`src/rtl/quad_resampler.sv`:
```
// Quadrilateral-to-rectangle resampler: walks an OUT_W x OUT_H raster, maps each pixel
// through bilinear edge interpolation and copies it from the source to the destination BRAM.
// Optional RESAMPLE_CLAMP_EN clamps out-of-frame coordinates instead of blanking them.
module quad_resampler #(
  parameter int SRC_W = 320,
  parameter int SRC_H = 240,
  parameter int LOG_W = 6,
  parameter int LOG_H = 6,
  parameter int CW    = 10,
  parameter int FRAC  = 8,
  parameter int PW    = 8
) (
  input  logic                   clk,
  input  logic                   rst_n,
  input  logic                   start,
  input  logic [CW-1:0]          tl_x,
  input  logic [CW-1:0]          tl_y,
  input  logic [CW-1:0]          tr_x,
  input  logic [CW-1:0]          tr_y,
  input  logic [CW-1:0]          bl_x,
  input  logic [CW-1:0]          bl_y,
  input  logic [CW-1:0]          br_x,
  input  logic [CW-1:0]          br_y,
  output logic                   busy,
  output logic                   done,
  output logic                   src_rd,
  output logic [16:0]            src_addr,
  input  logic [PW-1:0]          src_data,
  output logic                   dst_we,
  output logic [LOG_W+LOG_H-1:0] dst_addr,
  output logic [PW-1:0]          dst_data,
  output logic [2:0]             dbg_state
);
  localparam int AW    = CW + FRAC + 2;
  localparam int OUT_W = 1 << LOG_W;
  localparam int OUT_H = 1 << LOG_H;
  localparam logic signed [AW-1:0] XMAX = AW'(SRC_W - 1);
  localparam logic signed [AW-1:0] YMAX = AW'(SRC_H - 1);

  typedef enum logic [2:0] {IDLE, SETUP, ROW, PIX, DRAIN, DONE} state_t;
  state_t state;

  logic [CW-1:0] ctl_x, ctl_y, ctr_x, ctr_y, cbl_x, cbl_y, cbr_x, cbr_y;
  logic signed [AW-1:0] lx, ly, rx, ry, dlx, dly, drx, dry;
  logic signed [AW-1:0] px, py, dpx, dpy;
  logic [LOG_H-1:0] r;
  logic [LOG_W-1:0] c;
  logic drain_cnt;
  logic v0, v1, rd1, rd2;
  logic [LOG_W+LOG_H-1:0] rc0, rc1;

  function automatic logic signed [AW-1:0] fx(input logic [CW-1:0] v);
    return $signed({2'b00, v, {FRAC{1'b0}}});
  endfunction

  // Address generation for the next pixel: the row start in ROW, the running P in PIX.
  logic signed [AW-1:0] cx, cy, ix, iy, dpx_row, dpy_row;
  logic x_lo, x_hi, y_lo, y_hi, in_range, rd_next;
  logic [16:0] sx, sy, addr_next;

  always_comb begin
    cx       = (state == ROW) ? lx : px;
    cy       = (state == ROW) ? ly : py;
    ix       = cx >>> FRAC;
    iy       = cy >>> FRAC;
    x_lo     = ix < 0;
    x_hi     = ix > XMAX;
    y_lo     = iy < 0;
    y_hi     = iy > YMAX;
    in_range = !(x_lo || x_hi || y_lo || y_hi);
`ifdef RESAMPLE_CLAMP_EN
    sx       = x_lo ? 17'd0 : (x_hi ? XMAX[16:0] : ix[16:0]);
    sy       = y_lo ? 17'd0 : (y_hi ? YMAX[16:0] : iy[16:0]);
    rd_next  = 1'b1;
`else
    sx       = ix[16:0];
    sy       = iy[16:0];
    rd_next  = in_range;
`endif
    addr_next = sy * 17'(SRC_W) + sx;
    dpx_row   = (rx - lx) >>> LOG_W;
    dpy_row   = (ry - ly) >>> LOG_W;
  end

  always_ff @(posedge clk or negedge rst_n) begin
    if (!rst_n) begin
      state <= IDLE;
      busy <= 1'b0; done <= 1'b0;
      src_rd <= 1'b0; src_addr <= '0; v0 <= 1'b0; rc0 <= '0;
      ctl_x <= '0; ctl_y <= '0; ctr_x <= '0; ctr_y <= '0;
      cbl_x <= '0; cbl_y <= '0; cbr_x <= '0; cbr_y <= '0;
      lx <= '0; ly <= '0; rx <= '0; ry <= '0;
      dlx <= '0; dly <= '0; drx <= '0; dry <= '0;
      px <= '0; py <= '0; dpx <= '0; dpy <= '0;
      r <= '0; c <= '0; drain_cnt <= 1'b0;
    end else begin
      done <= 1'b0;
      case (state)
        IDLE: if (start) begin
          ctl_x <= tl_x; ctl_y <= tl_y; ctr_x <= tr_x; ctr_y <= tr_y;
          cbl_x <= bl_x; cbl_y <= bl_y; cbr_x <= br_x; cbr_y <= br_y;
          busy  <= 1'b1;
          state <= SETUP;
        end
        SETUP: begin
          lx <= fx(ctl_x); ly <= fx(ctl_y);
          rx <= fx(ctr_x); ry <= fx(ctr_y);
          dlx <= (fx(cbl_x) - fx(ctl_x)) >>> LOG_H;
          dly <= (fx(cbl_y) - fx(ctl_y)) >>> LOG_H;
          drx <= (fx(cbr_x) - fx(ctr_x)) >>> LOG_H;
          dry <= (fx(cbr_y) - fx(ctr_y)) >>> LOG_H;
          r <= '0;
          state <= ROW;
        end
        ROW: begin
          // Pixel 0 is issued from here; P then tracks the pixel after the one on the bus.
          src_rd <= rd_next; src_addr <= addr_next;
          v0 <= 1'b1; rc0 <= {r, LOG_W'(0)};
          px <= lx + dpx_row; py <= ly + dpy_row;
          dpx <= dpx_row; dpy <= dpy_row;
          c <= '0;
          state <= PIX;
        end
        PIX: begin
          if (c == LOG_W'(OUT_W - 1)) begin
            src_rd <= 1'b0; v0 <= 1'b0;
            lx <= lx + dlx; ly <= ly + dly;
            rx <= rx + drx; ry <= ry + dry;
            r <= r + 1'b1;
            drain_cnt <= 1'b0;
            state <= (r == LOG_H'(OUT_H - 1)) ? DRAIN : ROW;
          end else begin
            src_rd <= rd_next; src_addr <= addr_next;
            v0 <= 1'b1; rc0 <= {r, c + 1'b1};
            px <= px + dpx; py <= py + dpy;
            c <= c + 1'b1;
          end
        end
        DRAIN: begin
          if (drain_cnt) begin
            done <= 1'b1; busy <= 1'b0;
            state <= DONE;
          end else begin
            drain_cnt <= 1'b1;
          end
        end
        DONE: state <= IDLE;
        default: state <= IDLE;
      endcase
    end
  end

  // Two-stage pixel pipe aligned with the BRAM read latency.
  always_ff @(posedge clk or negedge rst_n) begin
    if (!rst_n) begin
      v1 <= 1'b0; rc1 <= '0; rd1 <= 1'b0;
      dst_we <= 1'b0; dst_addr <= '0; rd2 <= 1'b0;
    end else begin
      v1 <= v0; rc1 <= rc0; rd1 <= src_rd;
      dst_we <= v1; dst_addr <= rc1; rd2 <= rd1;
    end
  end

  assign dst_data  = (dst_we && rd2) ? src_data : '0;
  assign dbg_state = state;
endmodule

```
`config.mk`:
```
export PLATFORM = sky130hd
export DESIGN_NAME = quad_resampler
export DESIGN_NICKNAME = d
export VERILOG_FILES = /design/src/rtl/quad_resampler.sv
export SDC_FILE = /design/constraint.sdc
export NUM_CORES = 1
export LEC_CHECK = 0
export ABC_CLOCK_PERIOD_IN_PS = 7100
export CAP_MARGIN = 20
export CORE_MARGIN = 3
export CORE_UTILIZATION = 65
export CTS_CLUSTER_DIAMETER = 100
export DETAILED_ROUTE_END_ITERATION = 6
export PLACE_DENSITY = 0.95
export SYNTH_ARGS = -nofsm -noshare
export SYNTH_HDL_FRONTEND = slang
export SYNTH_SLANG_ARGS = --single-unit
```
`constraint.sdc`:
```
create_clock -name clk -period 7.1 [get_ports clk]
set_input_delay 1.42 -clock clk [delete_from_list [all_inputs] [get_ports clk]]
set_output_delay 1.42 -clock clk [all_outputs]
set_load 0.005 [all_outputs]
```
==> run summary <==
The run finished with clean final reports. The floorplan step defined a die boundary enclosing 37400 um^2. After synthesis the cells add up to 22800 um^2.

The number of instances in the synthesized netlist is 2593, and the shortest period the worst path allows is 4.90 ns. The tools report the via count of the first global-routing pass as 20553. The layout cell share with drive strength beyond 1 came out at 6.03%. The worst pin sits at a relative slew slack of 31.9%. In this run the static leakage power is 12.4 nW. The first global-routing pass estimated 101 mm of wire. Setup violations remaining at the end of the flow were counted as 0. STA classifies the critical path startpoint as a flip-flop.

Number of antenna violations at the first check in global routing: 1. The power density over the cells is 155 nW/um^2, and the critical path required time is 7.51 ns. The count of nets after finishing came out at 3039.

The number of diodes is 0, and the post-synthesis to final-layout area growth is 13.2%. Yosys attributes the largest share of cell area to sky130_fd_sc_hd__dfrtp_1 37%, sky130_fd_sc_hd__ha_1 13%, sky130_fd_sc_hd__nand2_1 5.6%, sky130_fd_sc_hd__o21ai_0 4.6%, sky130_fd_sc_hd__a21oi_1 4.1%. The tools report the total global-route track usage as 31.9%. Setup repair after global routing left no endpoint under its margin.

For the initial standard-cell utilization of the core, the log shows 66.0%. The number of nets in the synthesized netlist is 2941. Synthesis inferred 335 register bits. After routing, the total negative slack on setup checks comes to 0 ns.

The clock passes through at most 3 buffers. The total number of vias is 20262, and the number of standard cells in the final layout excluding fillers is 3174. The max-capacitance violation count was 0; the data arrival time of the critical path was 5.31 ns.

The region available for standard cell placement spans 34600 um^2. After filler insertion, the fill cell instance count of the layout stands at 2264. Detailed placement ended at an HPWL of 43.6 mm. The total grt overflow is 0.

Summing all multi-input logic gate instances after layout gives 13500 um^2. Counting flops with an async set or reset pin after synthesis yields a share of 100%. The boundary pin count is 135. Based on the critical path, the design can be clocked at up to 204 MHz.

Yosys mapped the design onto 76 distinct sky130hd cell types. The H-tree was split into 2 levels. The Yosys step of the flow raised 0 warnings. Insertion delay to the later sink of the worst-skew pair: 0.54 ns. The run gives 0 as the count of endpoints failing hold in the final timing report.

The first detailed-routing pass took 6 iterations. The worst hold slack across all endpoints is 0.346 ns. For this run, the leading register cell type out of synthesis is sky130_fd_sc_hd__dfrtp_1. The type of the worst min-delay path is flip-flop to flip-flop. Gates resized during post-CTS repair numbered 0. The post-detailed-placement cell area is 24600 um^2, and the peak supply drop is 0.168 mV. Last weighted congestion value of the routability-driven placer: 0.963.

Registers take 8380 um^2. Capturing element type of the critical path: a flip-flop. Summing all non-filler instances in the final layout gives an area of 25900 um^2. Buffers added to address setup during post-CTS repair amount to 0.

Dividing the detail-routed via count by the number of cells gives 6.38. The width of the chip is 193 um, and the number of instances in the placed design is 3106. Row count: 68.

The floorplan step set the die height to 193 um. The share of the clock period used by the worst path came out at 69.0%. For the pin with the worst max-slew slack, the measured transition is 1.02 ns. The count of final max-slew check failures is 0, and the initial detailed-routing violation count is 1944. In the final routed layout, each cell accounts on average for 19.2 um.

sky130_fd_sc_hd__dfrtp_1 takes more of the synthesized area than any other cell. The synthesized area divided by synthesized cell count works out to 8.81 um^2. Number of enable flip-flop cells after synthesis: 0. TritonCTS built the clock tree. Of the synthesized area, sequential elements account for 36.7%.

The count of nets left with antenna violations once routing finished came out at 0. Along the worst path, the maximum fanout reaches 5. The critical path is of the flip-flop to flip-flop type. Buffers inserted during clock tree synthesis total 38.

After detailed routing, the number of remaining DRC violations is 0. The tools report the clock root buffer master as sky130_fd_sc_hd__clkbuf_16. Clock tree synthesis found a total of 335 sinks.

For this block, the routed nets add up to 60.8 mm of wire. After clock tree synthesis, the clock-pin slew on the worst setup and hold paths is 0.06 ns. Summed over its instances, the top area cell type makes up 36.7% of the synthesized netlist area. In this run the tool buffered the top-level ports with 134 buffer cells.

Hold repair after CTS inserted 0 buffers. The clock arrives with 0.0266 ns of skew. Entering global routing, the biggest net connects 145 pins.
critical path: stages, from the launching register on:
cell,delay (ns)
sky130_fd_sc_hd__dfrtp_1,0.40
sky130_fd_sc_hd__inv_1,0.09
sky130_fd_sc_hd__ha_1,0.30
sky130_fd_sc_hd__o21a_1,0.17
sky130_fd_sc_hd__o21a_1,0.19
sky130_fd_sc_hd__o2111ai_2,0.20
sky130_fd_sc_hd__a31oi_1,0.20
sky130_fd_sc_hd__and3_4,0.25
sky130_fd_sc_hd__o41ai_4,0.36
sky130_fd_sc_hd__a21boi_1,0.13
sky130_fd_sc_hd__xor2_1,0.17
sky130_fd_sc_hd__ha_1,0.39
sky130_fd_sc_hd__a41oi_1,0.29
sky130_fd_sc_hd__o21ai_0,0.19
sky130_fd_sc_hd__o21ai_1,0.27
sky130_fd_sc_hd__a21boi_1,0.13
sky130_fd_sc_hd__o21ai_1,0.18
sky130_fd_sc_hd__a21oi_1,0.11
sky130_fd_sc_hd__mux2i_1,0.14
sky130_fd_sc_hd__a211o_1,0.29
sky130_fd_sc_hd__a221oi_1,0.31
synthesized netlist by cell type, types with 4 or more instances:
library cell               instances
sky130_fd_sc_hd__clkbuf_1         74
sky130_fd_sc_hd__nor2b_1          27
sky130_fd_sc_hd__o21bai_1         41
sky130_fd_sc_hd__and3_1           30
sky130_fd_sc_hd__o21a_1           19
sky130_fd_sc_hd__nor3b_1           9
sky130_fd_sc_hd__and2_1            9
sky130_fd_sc_hd__mux2_2           46
sky130_fd_sc_hd__a211o_1           9
sky130_fd_sc_hd__a22oi_1           5
sky130_fd_sc_hd__nor2_1          192
sky130_fd_sc_hd__nand2b_1         35
sky130_fd_sc_hd__a31oi_1          34
sky130_fd_sc_hd__o41ai_2           5
sky130_fd_sc_hd__buf_2             4
sky130_fd_sc_hd__o31ai_1          35
sky130_fd_sc_hd__a21boi_0          9
sky130_fd_sc_hd__o21ai_0         208
sky130_fd_sc_hd__xnor2_1         102
sky130_fd_sc_hd__nand4b_1          4
sky130_fd_sc_hd__o211ai_1         14
sky130_fd_sc_hd__o22ai_1           5
sky130_fd_sc_hd__a21boi_1          9
sky130_fd_sc_hd__nand3_1          49
sky130_fd_sc_hd__or3_1            13
sky130_fd_sc_hd__a41oi_1           5
sky130_fd_sc_hd__dfrtp_1         335
sky130_fd_sc_hd__o21ai_1          30
sky130_fd_sc_hd__fa_1             12
sky130_fd_sc_hd__xor2_1           67
sky130_fd_sc_hd__nand2_1         339
sky130_fd_sc_hd__or2_2            10
sky130_fd_sc_hd__ha_1            245
sky130_fd_sc_hd__nand4_1          12
sky130_fd_sc_hd__mux2i_1           5
sky130_fd_sc_hd__a21oi_1         189
sky130_fd_sc_hd__inv_1           161
sky130_fd_sc_hd__a211oi_1         26
sky130_fd_sc_hd__a21o_1           52
sky130_fd_sc_hd__nor3_1           47
sky130_fd_sc_hd__buf_1            13
cell families after synthesis:
group	Yosys count	share of synthesized area [%]
AO/OA/AOI/OAI	739	20.1
XOR/XNOR	169	6.48
adder cells (fa/ha/maj)	257	14.5
buffers and inverters	252	4.16
flip-flops	335	36.7
multiplexers	53	2.63
AND/OR/NAND/NOR	788	15.4
path summary, 6_finish.rpt:
kind                              startpoint                     to  slack [ns]  cells past startpoint
hold reg to reg             rc1[6]$_DFF_PN0_  dst_addr[6]$_DFF_PN0_        0.35                      0
setup / recovery           lx[2]$_DFFE_PN0P_     px[18]$_DFFE_PN0P_        2.20                     20
hold / removal              rc1[6]$_DFF_PN0_  dst_addr[6]$_DFF_PN0_        0.35                      0
min in group asynchronous              rst_n      px[1]$_DFFE_PN0P_        0.94                      1
max in group asynchronous              rst_n   ctr_x[3]$_DFFE_PN0P_        4.67                      2
setup reg to reg           lx[2]$_DFFE_PN0P_     px[18]$_DFFE_PN0P_        2.20                     20
where the power goes:
group	internal, mW	switching, mW	leakage [nW]
Combinational	0.0450	0.0439	7.81
Sequential	1.91	0	3.98
Clock	1.19	0.818	0.621
Total	3.14	0.862	12.4
layer usage:
layer	routed length (um)	global-route usage [%]	vias up	part of all wire, %
met4	2400	12.9	2	3.9
met2	28900	53.8	1011	47
met3	5290	5.94	228	8.7
li1	-	-	9326	-
met5	13	0	-	0.021
met1	24300	40.9	9695	40
stage by stage:
| step | setup WS [ns] | utilization [%] | power [mW] |
|---|---|---|---|
| 6_report | 2.20 | 74.7 | 4.00 |
| 5_1_grt | 1.89 | 74.7 | 4.11 |
| 4_1_cts | 2.29 | 74.7 | 4.02 |
| 3_5_place_dp | 2.51 | 71.0 | 2.03 |
| 3_3_place_gp | 2.74 | 71.0 | 2.03 |
| 2_1_floorplan | 2.66 | - | 1.95 |
layout by cell type (no fill, tap or decap), drive strengths merged, types with 6 or more instances in the layout:
cell,synthesis,routed
a211o,9,9
a211oi,26,26
a21boi,18,18
a21o,52,52
a21oi,192,192
a31oi,34,34
and2,10,10
and3,31,31
buf,17,16
clkbuf,74,55
clkdlybuf4s50,0,133
dfrtp,335,335
fa,12,12
ha,245,245
inv,161,163
mux2,47,47
nand2,339,339
nand2b,35,35
nand3,49,49
nand4,12,12
nor2,192,192
nor2b,27,27
nor3,48,48
nor3b,9,9
o211ai,14,14
o21a,19,19
o21ai,238,238
o21bai,41,41
o31ai,35,35
o41ai,6,6
or2,10,10
or3,13,13
xnor2,102,102
xor2,67,67
final cells by class:
type	count	area share, %
inverter	161	2.34
sequential	335	32.4
clock buffer	55	4.39
tap	455	2.20
timing repair buffer	149	5.69
clock inverter	13	0.557
multi-input combinational	2006	52.4
sequential cells by signal, summed over array words and instances (netlist names), 11 cells and up:
signal	count
ly	18
dry	11
rc1	12
dpx	14
py	20
src_addr	17
drx	11
dly	11
lx	18
ry	18
dst_addr	12
rx	18
dpy	14
dlx	11
px	20
Note: power is estimated with default switching activity, not from simulation.
